File: config.mk
export PLATFORM = sky130hd
export DESIGN_NAME = riscv_mem_req
export DESIGN_NICKNAME = d
export VERILOG_FILES = /design/src/rtl/riscv_mem_req.sv
export SDC_FILE = /design/constraint.sdc
export NUM_CORES = 1
export LEC_CHECK = 0
export BUFFER_PORTS_ARGS = -buffer_cell sky130_fd_sc_hd__buf_2
export CAP_MARGIN = 20
export CELL_PAD_IN_SITES_DETAIL_PLACEMENT = 1
export CELL_PAD_IN_SITES_GLOBAL_PLACEMENT = 2
export CORE_MARGIN = 2
export CORE_UTILIZATION = 31
export DETAILED_ROUTE_END_ITERATION = 16
export PLACE_DENSITY = 0.82
export SLEW_MARGIN = 30
export SYNTH_ARGS = -nofsm -noshare
export SYNTH_HDL_FRONTEND = slang
export SYNTH_SLANG_ARGS = --single-unit
File: constraint.sdc
create_clock -name clk_i -period 5.3 [get_ports clk_i]
set_input_delay 0 -clock clk_i [delete_from_list [all_inputs] [get_ports clk_i]]
set_output_delay 0 -clock clk_i [all_outputs]
set_load 0.01 [all_outputs]
File: src/rtl/riscv_mem_req.sv
// ---------------------------------------------------------------------------
// riscv_mem_req
// Memory-request stage sitting between EX and write-back. It registers the EX
// load/store, issues a word-aligned request on a req/gnt data bus (with byte
// enables and lane-replicated store data), flags misaligned accesses, and
// keeps a count of granted but not yet acknowledged transactions.
//
// Ports:
//   clk_i, rst_i            clock, asynchronous active-high reset
//   ex_*_i                  EX instruction: valid, pc, load/store, size, address, store data
//   ex_flush_i              kill stage content and any ungranted request
//   wb_stall_i              write-back is stalled
//   mem_stall_o             EX must hold its instruction
//   mem_valid_o/pc_o/memadr_o/misaligned_o   registered stage content for write-back
//   dmem_req_o/we_o/adr_o/be_o/d_o           data-memory request outputs
//   dmem_gnt_i/ack_i/err_i                   data-memory handshake inputs
//   outstanding_o           number of granted, unacknowledged transactions
// ---------------------------------------------------------------------------
module riscv_mem_req #(
  parameter int              XLEN    = 32,
  parameter int              DEPTH   = 2,
  parameter logic [XLEN-1:0] PC_INIT = 'h200
) (
  input  logic              clk_i,
  input  logic              rst_i,
  input  logic              ex_valid_i,
  input  logic [XLEN-1:0]   ex_pc_i,
  input  logic              ex_load_i,
  input  logic              ex_store_i,
  input  logic [1:0]        ex_size_i,
  input  logic [XLEN-1:0]   ex_adr_i,
  input  logic [XLEN-1:0]   ex_d_i,
  input  logic              ex_flush_i,
  input  logic              wb_stall_i,
  output logic              mem_stall_o,
  output logic              mem_valid_o,
  output logic [XLEN-1:0]   mem_pc_o,
  output logic [XLEN-1:0]   mem_memadr_o,
  output logic              mem_misaligned_o,
  output logic              dmem_req_o,
  output logic              dmem_we_o,
  output logic [XLEN-1:0]   dmem_adr_o,
  output logic [XLEN/8-1:0] dmem_be_o,
  output logic [XLEN-1:0]   dmem_d_o,
  input  logic              dmem_gnt_i,
  input  logic              dmem_ack_i,
  input  logic              dmem_err_i,
  output logic [2:0]        outstanding_o
);

  localparam int         BW      = XLEN / 8;
  localparam logic [3:0] DEPTH_W = 4'(DEPTH);

  localparam logic [0:0] IDLE = 1'b0;
  localparam logic [0:0] REQ  = 1'b1;

  logic [0:0]      state_q, state_d;
  logic            valid_q;
  logic [XLEN-1:0] pc_q;
  logic [XLEN-1:0] adr_q;
  logic            mis_q;
  logic            we_q;
  logic [BW-1:0]   be_q;
  logic [XLEN-1:0] d_q;
  logic [2:0]      cnt_q, cnt_d;

  logic            mem;
  logic            misaligned;
  logic [BW-1:0]   be;
  logic [XLEN-1:0] data;
  logic            inc, dec;
  logic            space;
  logic            adv, capture;

  // Size decode: misalignment, byte lanes and lane-replicated store data.
  always_comb begin
    misaligned = 1'b0;
    be         = '0;
    data       = ex_d_i;
    case (ex_size_i)
      2'b00: begin
        be   = 4'b0001 << ex_adr_i[1:0];
        data = {4{ex_d_i[7:0]}};
      end
      2'b01: begin
        misaligned = ex_adr_i[0];
        be         = 4'b0011 << ex_adr_i[1:0];
        data       = {2{ex_d_i[15:0]}};
      end
      2'b10: begin
        misaligned = |ex_adr_i[1:0];
        be         = 4'b1111;
      end
      default: misaligned = 1'b1;
    endcase
  end

  // Load+store together is treated as a store, so ex_store_i alone selects we.
  assign mem = ex_valid_i & (ex_load_i | ex_store_i);

  // A grant and a response in the same cycle cancel out; responses with
  // nothing outstanding (e.g. after a reset) are ignored.
  assign inc   = (state_q == REQ) & dmem_gnt_i;
  assign dec   = (dmem_ack_i | dmem_err_i) & (cnt_q != 3'd0);
  assign cnt_d = cnt_q + {2'b00, inc} - {2'b00, dec};
  assign space = ({1'b0, cnt_d} < DEPTH_W);

  // The stage may move only if write-back takes its content and no request
  // is still waiting for a grant.
  assign adv     = ~wb_stall_i & ~((state_q == REQ) & ~dmem_gnt_i);
  assign capture = adv & (~mem | space);

  // Next FSM state: flush wins, then capture, then a bubble, else hold.
  always_comb begin
    state_d = state_q;
    if (ex_flush_i) begin
      state_d = IDLE;
    end else if (capture) begin
      state_d = (mem & ~misaligned) ? REQ : IDLE;
    end else if (adv) begin
      state_d = IDLE;
    end
  end

  // Outstanding-transaction counter runs every cycle, including flush cycles,
  // so a grant coinciding with a flush is still tracked.
  always_ff @(posedge clk_i or posedge rst_i) begin
    if (rst_i) begin
      cnt_q <= 3'd0;
    end else begin
      cnt_q <= cnt_d;
    end
  end

  // Stage registers. Request fields only change on capture, which keeps them
  // stable while a request waits for its grant.
  always_ff @(posedge clk_i or posedge rst_i) begin
    if (rst_i) begin
      state_q <= IDLE;
      valid_q <= 1'b0;
      pc_q    <= PC_INIT;
      adr_q   <= '0;
      mis_q   <= 1'b0;
      we_q    <= 1'b0;
      be_q    <= '0;
      d_q     <= '0;
    end else begin
      state_q <= state_d;
      if (ex_flush_i) begin
        valid_q <= 1'b0;
      end else if (capture) begin
        valid_q <= ex_valid_i;
        pc_q    <= ex_pc_i;
        adr_q   <= ex_adr_i;
        mis_q   <= mem & misaligned;
        we_q    <= ex_store_i;
        be_q    <= be;
        d_q     <= data;
      end else if (adv) begin
        valid_q <= 1'b0;
      end
    end
  end

  assign mem_stall_o      = ~ex_flush_i & ~capture;
  assign mem_valid_o      = valid_q;
  assign mem_pc_o         = pc_q;
  assign mem_memadr_o     = adr_q;
  assign mem_misaligned_o = mis_q;
  assign dmem_req_o       = (state_q == REQ);
  assign dmem_we_o        = we_q;
  assign dmem_adr_o       = {adr_q[XLEN-1:2], 2'b00};
  assign dmem_be_o        = be_q;
  assign dmem_d_o         = d_q;
  assign outstanding_o    = cnt_q;

endmodule
* Yosys cells after proc, flatten, opt, wreduce, memory -nomap -nowiden
Index checks and enable logic that the tools add are counted.
** Cells by class
- Add/subtract/negate cells :: 2
- Magnitude comparators :: 1
- Equality and inequality tests :: 2
- Shifts and indexed selects :: 2
- Multiplexer cells :: 9
- Bitwise gates (word level) :: 19
- Reduce and logical (&&, ||, !) cells :: 5
** Operators by type and width (count)
- 32-bit case mux with 2 select lines :: 1
- 4-bit case mux with 3 select lines :: 1
- 1-bit bitwise AND :: 9
- 1-bit NOT :: 7
- 1-bit two-way mux :: 6
- 3-bit nonzero test :: 2
- 1-bit by 2-bit left shift with 4-bit output, first input constant :: 1
- 2-bit by 2-bit left shift with 4-bit output, first input constant :: 1
- 3-bit by 1-bit adder with 3-bit output :: 1
- 3-bit by 2-bit < comparator with 1-bit output, second input constant :: 1
- 1-bit bitwise OR :: 3
- 1-bit case mux with 3 select lines :: 1
- 3-bit by 1-bit subtractor with 3-bit output :: 1
- 2-bit by 1-bit == test with 1-bit output, second input constant :: 1
- 2-bit == test, second input constant :: 1
- 2-bit zero test :: 1
- 2-bit AND reduction :: 1
- 2-bit OR reduction :: 1
** Storage, ports and cells
- Flip-flop bits (word level) :: 107
- Bits of input ports :: 108
- Output and inout bits :: 140
- Logic and storage cells :: 49

* Depth between registers and ports, before layout
Gate-level depths: netlist of run 1.
- Depth in word-level cells :: 8
- Depth in mapped cells :: 11
- Mapped depth without buffers :: 10

* Least setup slack after synthesis of run 1
No wires, ideal clock.
- Path kind :: reg-to-reg
- Start point :: register cnt_q[1], in the netlist outstanding_o[1]
- End point :: register d_q[0], in the netlist dmem_d_o[0]
- Library setup time :: 125 ps
- Arrival :: 2764 ps
- Required time :: 5175 ps
- Slack :: 2411 ps
- Cell stages (with the launch flop) :: 12
- Path buffers :: 1
- Clock period less this slack :: 2889 ps
- Cell sequence :: dfrtp_1 o32a_1 ha_1 inv_1 ha_1 inv_1 fa_1 xnor3_2 a21oi_4 nor2_4 buf_6 mux2_4
** Between the ends
- Word-level cells in the longest chain between the ends :: 7
- Elaborated cells on any way between the ends :: 8
- Those cells by class :: add/sub: 2; order compare: 1; bitwise: 3; reduce/logical: 2
** RTL lines
- start: declaration :: RTL line 65 : logic [2:0] cnt_q, cnt_d;
- start signal: assignment :: RTL line 131 : cnt_q <= cnt_d;
- branches (longest 2 deep; another with 3-bit by 1-bit adder with 3-bit output)
- 3-bit by 1-bit subtractor with 3-bit output * :: RTL line 105 : assign cnt_d = cnt_q + {2'b00, inc} - {2'b00, dec};
- 3-bit by 2-bit < comparator with 1-bit output * :: RTL line 106 : assign space = ({1'b0, cnt_d} < DEPTH_W);
- 1-bit bitwise OR * :: RTL line 111 : assign capture = adv & (~mem | space);
- 1-bit bitwise AND * :: RTL line 111
- 2-bit AND reduction (no source line) *
- end signal: assignment :: RTL line 158 : d_q <= data;
- end: declaration :: RTL line 64 : logic [XLEN-1:0] d_q;
Mark *: on every way between the ends.
A chain may end at the register's enable or synchronous reset.

* Final worst setup path of run 1
- Start point :: register cnt_q[1], in the netlist outstanding_o[1]
- End point :: register d_q[1], in the netlist dmem_d_o[1]
The elaborated chain is that of the path after synthesis.

==> results of run 1 <==
## layer usage
layer | GRT usage [%] | part of all wire [%] | wire length (um)
met5 | 0 | 0 | 0
met1 | 22.0 | 41 | 6500
met2 | 32.4 | 51 | 8180
met3 | 4.15 | 5.2 | 834
met4 | 7.00 | 2.7 | 431
## power breakdown
group	leakage, nW	internal, mW	switching [mW]	total [mW]
clock network	0.129	0.336	0.313	0.649
logic	2.30	0.944	0.889	1.83
registers	1.28	1.22	0.264	1.49
total	3.71	2.50	1.47	3.97
## state kept, by name (all words and copies together) (netlist names)
name,cells
mem_memadr_o,32
outstanding_o,3
dmem_we_o,1
mem_valid_o,1
dmem_d_o,32
mem_misaligned_o,1
mem_pc_o,32
dmem_req_o,1
dmem_be_o,4
## cell type report
class	instances	area (um2)	share of cell area (%)
antenna	1	2.50	0.0335
clock buffer	10	239	3.19
clock inverter	6	50.0	0.669
inverter	6	25.0	0.335
multi-input combinational	210	1980	26.4
sequential	107	2680	35.8
tap	216	270	3.61
timing repair buffer	347	2240	29.9
## kinds of logic (layout without fill, tap and decap cells)
logic type,count (synthesis),count (layout),share of synthesized area [%]
other,1,3,0.0741
AO/OA/AOI/OAI,79,79,8.36
buffers and inverters,60,369,8.09
XOR/XNOR,1,1,0.470
AND/OR/NAND/NOR,28,28,2.92
multiplexers,97,97,26.3
adder cells (fa/ha/maj),3,3,0.890
flip-flops,107,107,52.9
## stage by stage
| stage | setup WS [ps] | hold slack (ps) | util [%] | total power, mW | cell area, um2 |
|---|---|---|---|---|---|
| floorplan | 2410 | 47.5 | - | 2.66 | 5060 |
| global placement | 1490 | 88.1 | 38.9 | 3.21 | 6200 |
| detailed placement | 1370 | 98.4 | 38.9 | 3.28 | 6200 |
| CTS | 1360 | 6.00 | 46.9 | 4.01 | 7480 |
| global route | 1210 | 30.2 | 46.9 | 4.21 | 7480 |
| finish | 1430 | 19.0 | 46.9 | 3.97 | 7480 |
## tightest hold or removal path, delay by kind of cell
| kind | cells | cell delay [ps] |
|---|---|---|
| compound gates | 2 | 230 |
| buf+inv | 1 | 90 |
## synthesized netlist by cell type (2+ instances only)
| master | count | area (um2) |
|---|---|---|
| clkbuf_2 | 2 | 10.0 |
| mux2_4 | 71 | 1070 |
| o21a_1 | 2 | 15.0 |
| nor3_1 | 2 | 10.0 |
| mux2i_1 | 24 | 240 |
| nor2_1 | 13 | 48.8 |
| o21ai_0 | 61 | 305 |
| mux2_2 | 2 | 22.5 |
| nand2_1 | 3 | 11.3 |
| clkbuf_1 | 11 | 41.3 |
| buf_4 | 32 | 240 |
| dfrtp_1 | 106 | 2650 |
| ha_1 | 2 | 25.0 |
| buf_6 | 8 | 90.1 |
| nor2b_1 | 3 | 18.8 |
| inv_1 | 6 | 22.5 |
| a21oi_1 | 11 | 55.1 |
## worst paths after layout
kind / to / slack [ps]
worst min register to register: mem_misaligned_o / 490
max in group asynchronous: mem_pc_o[30] / 3750
worst max-delay path: dmem_d_o[1] / 1430
min in group asynchronous: mem_memadr_o[15] / 300
worst max register to register: dmem_d_o[1] / 1430
worst min-delay path: dmem_d_o[25] / 20
==> results by group, run 1 <==
Run status
  • Status: finished clean

Critical path
  • Cell family with most CP delay: adder cells
  • Worst Path Arrival: 4100 ps
  • Crit-path max FO: 38
  • Setup CP Type: flop to flop
  • R2r worst-path depth: 11
  • WP data required: 5530 ps
  • CP startpoint kind: flop
  • Worst path cell trace: o32a_1 -> ha_1 -> inv_1 -> ha_1 -> inv_1 -> fa_1 -> xnor3_2 -> a21oi_4 -> nor2_4 -> buf_4 -> mux2_4
  • CP Launch Point: outstanding_o[1]
  • Critical Path Stages: 11
  • Crit path capture type: flop
  • Worst stage delay on the critical path: 660 ps
  • CP bufs+invs: 3
  • Critical-path top delay cell: buf_4
  • Worst R2R Start: outstanding_o[1]

Floorplan
  • Die area: 0.0174 mm2
  • Core ar.: 0.0159 mm2
  • Starting Density: 31.7%
  • Ports: 248
  • Die width: 132 um
  • Cell Rows: 46
  • Die Ht: 132 um

GRT
  • Vias in the first global route: 4507
  • Remaining global-route overflow: 0
  • Pin count of the biggest net entering global routing: 64
  • Gr usage total: 18.4%
  • Global-route wire length before repair: 25300 um
  • Initial antenna violation count: 1

Synthesis
  • Sequential share of the synthesized area: 52.9%
  • EDFF count, synth: 0
  • Syn avg cell area: 13.5 um2
  • Async S/R FF share, synth: 100%
  • Post-Synthesis Cells: 376
  • Flops & latches, synth: 107
  • Post-Syn Area: 0.00506 mm2
  • Post-synth cell types: 34
  • Post-synth top flop: dfrtp_1
  • Yosys warning count: 0

Job
  • Maxcap violations: 0

Worst hold path
  • Hold Path Depth: 3
  • HP Class: input pin to flop
  • Worst hold start: ex_d_i[25]

Finish
  • Nets: 792
  • Most common cell after layout, fill and taps aside: buf_2
  • Layout cells sized above 1: 50.1%
  • Syn-to-layout area delta: 47.8%
  • Post-Layout Cell Count: 903
  • Most frequent cells in the layout: 245 x buf_2, 106 x dfrtp_1, 99 x dlygate4sd3_1, 71 x mux2_4, 61 x o21ai_0
  • Fillers: 1724

CTS
  • Hold_buf cts: 99
  • TritonCTS clock tree: built
  • Clock transition at path regs: 70 ps
  • CTS H-Tree Depth: 3
  • Worst skew pair latency: 340 ps
  • Root buffer cell: clkbuf_16
  • Post-CTS Resized: 0
  • Maximum clock path buffer count: 2
  • Post CTS Setup Buffer Count: 0
  • Clk sinks: 107
  • CTS Buf Count: 9

Timing
  • Setup TNS: 0 ps
  • Final Hold Fails: 0
  • Setup violations, final: 0
  • Fin crit period: 3870 ps
  • Setup Skew: 6.33 ps
  • Final period util: 73.1%
  • Slew Limit Fails: 0
  • Achievable Freq: 258 MHz
  • RSZ-0062 raised after global routing: no
  • Slew headroom: 39.3%
  • Worst-Margin Slew: 908 ps

Route
  • ANT nets after route: 0
  • DR pass1 iterations: 4
  • Final WL: 16000 um
  • 1st-iter DRT viols: 134
  • Routed length per instance: 17.7 um
  • Vias: 4072
  • DRC: 0
  • Vias per inst: 4.51

Power
  • Pleak: 3.71 nW
  • Worst vdd ir: 0.212 mV
  • Pwr per Cell Area: 531 mW/mm2

Place
  • Placed cell count: 787
  • HPWL Detailed: 10700 um
  • I/O Buffers: 245
  • GP Congestion: 0.786
No activity file was read; power rests on OpenSTA's default activity.
==> run 2: changes to the inputs <==
ABC_AREA = 1   (was default)
CORE_UTILIZATION = 25   (was 31)
PLACE_DENSITY = 0.76   (was 0.82)
clock period = 3.8 ns   (was 5.3 ns; I/O delays follow)
==> run 2 against run 1 <==
  * Global-route usage decreased by 0.92 points
  * Die area grew 25%
  * Sequential power grew 30%
  * Sequential cell count stayed put
  * Critical path depth rose by 5
  * Clock-buffer cell count increased by 3
  * Largest power group unchanged
==> results by group, run 2 <==
Run status
  • Status: finished clean

CTS
  • Worst skew pair latency: 350 ps
  • Post CTS Setup Buffer Count: 0
  • CTS H-Tree Depth: 3
  • TritonCTS clock tree: built
  • CTS Buf Count: 9
  • Clock transition at path regs: 80 ps
  • Maximum clock path buffer count: 2
  • Clk sinks: 107
  • Root buffer cell: clkbuf_16

Power
  • Worst vdd ir: 0.253 mV
  • Pwr per Cell Area: 661 mW/mm2
  • Pleak: 4.14 nW

Synthesis
  • Simple-Gate Fraction of Synth Area: 33.9%
  • Post-synth cell types: 24
  • Synth Area in Adders: 0.875%
  • Count leader, synth: nand2_1
  • Flops & latches, synth: 107
  • Post-synth top flop: dfrtp_1
  • Post-Synthesis Cells: 621
  • Async S/R FF share, synth: 100%
  • Post-Synth XOR/XNOR Area: 0%
  • Post-synthesis mux area share: 0%
  • Yosys warning count: 0
  • Commonest cells post-synth: 273 x nand2_1, 106 x dfrtp_1, 104 x nand4_1
  • Top post-synthesis cells by area: dfrtp_1 52%, nand2_1 20%, nand4_1 13%
  • Syn avg cell area: 8.29 um2
  • Post-Syn Area: 0.00515 mm2
  • Compound-gate portion of the synthesized area: 2.50%
  • Largest family of logic cells by synthesized area: simple AND/OR/NAND/NOR gates
  • Share of the synthesized area in the top cell type: 51.5%
  • Largest area contributor in the netlist: dfrtp_1
  • EDFF count, synth: 0
  • Sequential share of the synthesized area: 52.1%

Route
  • Routed length per instance: 16.5 um
  • Final WL: 19200 um
  • ANT nets after route: 0
  • Vias: 5304
  • DRC: 0
  • 1st-iter DRT viols: 217
  • DR pass1 iterations: 4
  • Vias per inst: 4.56

Place
  • Placed inst area: 0.00636 mm2
  • HPWL Detailed: 12600 um
  • GP Congestion: 0.797
  • I/O Buffers: 245

Floorplan
  • Ports: 248
  • Die width: 147 um
  • Die area: 0.0217 mm2
  • Starting Density: 25.4%
  • Cell Rows: 52
  • Core ar.: 0.0202 mm2
  • Die Ht: 147 um

GRT
  • Met3 Use GR: 3.98%
  • Pin count of the biggest net entering global routing: 71
  • Initial antenna violation count: 1
  • Gr usage total: 17.5%
  • Vias in the first global route: 5506
  • Top Usage Layer GRT: met2
  • Grt met1 use: 23.4%
  • Global-route wire length before repair: 30500 um
  • Global Route met2 Usage: 28.2%
  • Remaining global-route overflow: 0

Timing
  • Fin crit period: 3390 ps
  • Final period util: 89.2%
  • Slew Limit Fails: 0
  • Slew headroom: 45.5%
  • Worst-Margin Slew: 816 ps
  • Setup TNS: 0 ps
  • Setup Skew: 9.61 ps
  • Setup violations, final: 0
  • Achievable Freq: 295 MHz
  • Final Hold Fails: 0
  • RSZ-0062 raised after global routing: no

Finish
  • Final instance area: 0.00746 mm2
  • Most common cell after layout, fill and taps aside: nand2_1
  • Antenna Cells: 0
  • Most frequent cells in the layout: 273 x nand2_1, 245 x buf_2, 106 x dfrtp_1, 104 x nand4_1, 82 x dlygate4sd3_1
  • Syn-to-layout area delta: 45.0%
  • Nets: 999
  • Layout cells sized above 1: 30.7%

Critical path
  • Cell family with most CP delay: adder cells
  • WP data required: 3800 ps
  • Crit-path max FO: 52
  • CP startpoint kind: flop
  • Worst stage delay on the critical path: 440 ps
  • Setup CP Type: flop to output port
  • Critical-path top delay cell: dfrtp_1
  • CP bufs+invs: 5
  • Crit path capture type: output port
  • Worst path cell trace: o32a_1 -> ha_1 -> inv_1 -> ha_1 -> inv_1 -> fa_1 -> inv_1 -> nand2_1 -> nand2_1 -> nand2_1 -> nand2_1 -> nand2_1 -> nand2_4 -> buf_12 -> a21oi_1 -> buf_2
  • Most frequent cell on the critical path: nand2_1
  • Worst Path Arrival: 3390 ps

Worst hold path
  • HP Class: input pin to flop

Job
  • Maxcap violations: 0
-- run 2: cell types whose count changed after synthesis, moves of 5 or more --
cell and change:
nand2_1 +270, nand4_1 +104, mux2_4 -71, o21ai_0 -51
mux2i_1 -24, buf_2 +15, clkbuf_1 +13, inv_1 +11
a21oi_1 -9, buf_4 +7, buf_6 -7, nor2_1 -7
nand3_1 +6, o211ai_1 +5
-- run 2: cells by family (layout without fill, tap and decap cells) --
logic type,count (synthesis),in the layout
AND/OR/NAND/NOR,391,391
AO/OA/AOI/OAI,20,20
flip-flops,107,107
buffers and inverters,99,370
adder cells (fa/ha/maj),3,3
other,1,2
-- run 2: path summary, 6_finish.rpt --
check	startpoint	end	slack, ps	cells past startpoint
worst min-delay path	ex_d_i[23]	dmem_d_o[23]	30	5
worst max register to register	outstanding_o[1]	mem_valid_o	540	16
worst min register to register	mem_pc_o[25]	mem_pc_o[25]	470	2
worst max-delay path	outstanding_o[1]	mem_stall_o	410	16
min in group asynchronous	rst_i	mem_pc_o[12]	300	3
max in group asynchronous	rst_i	dmem_be_o[2]	2680	4
-- run 2: repair_timing --
action,4_1_cts,5_1_grt
hold buffers,82,0
gates resized for setup,0,0
hold endpoints to repair,147,0
-- run 2: metrics by stage --
stage	hold WS [ps]	setup slack, ps	utilization [%]	instances	power (mW)
2_1_floorplan	44.1	984	-	622	3.17
3_3_place_gp	236	801	31.4	1065	3.96
3_5_place_dp	246	706	31.4	1065	4.00
4_1_cts	16.9	351	36.9	1163	5.02
5_1_grt	39.6	153	36.9	1163	5.33
6_report	28.4	411	36.9	1163	4.94
-- run 2: layout make-up --
cell class / instances / area [um2]
clock buffers: 13 / 260
clock inverters: 3 / 22.5
fillers: 2453 / 12800
inverters: 18 / 73.8
multi-input cells: 416 / 1940
flip-flops and latches: 107 / 2680
well taps: 270 / 338
repair buffers: 336 / 2150
-- run 2: report_power, final --
part	internal, mW	total [mW]	leakage (nW)	switching (mW)
logic	0.814	2.07	2.66	1.26
clock network	0.485	0.921	0.140	0.436
registers	1.63	1.94	1.33	0.313
total	2.93	4.94	4.14	2.01
-- run 2: routing by layer --
| layer | wire (um) | up-vias | part of all wire, % |
|---|---|---|---|
| met3 | 1140 | 26 | 5.9 |
| met4 | 406 | 2 | 2.1 |
| li1 | - | 2561 | - |
| met1 | 8650 | 2542 | 45 |
| met2 | 8940 | 173 | 47 |
| met5 | 13 | - | 0.068 |
-- run 2: tightest hold or removal path, cell delays in order --
cell and delay (ps):
buf_2 110, nand2_1 60, nand2_1 50, nand4_1 80, nand2_1 50
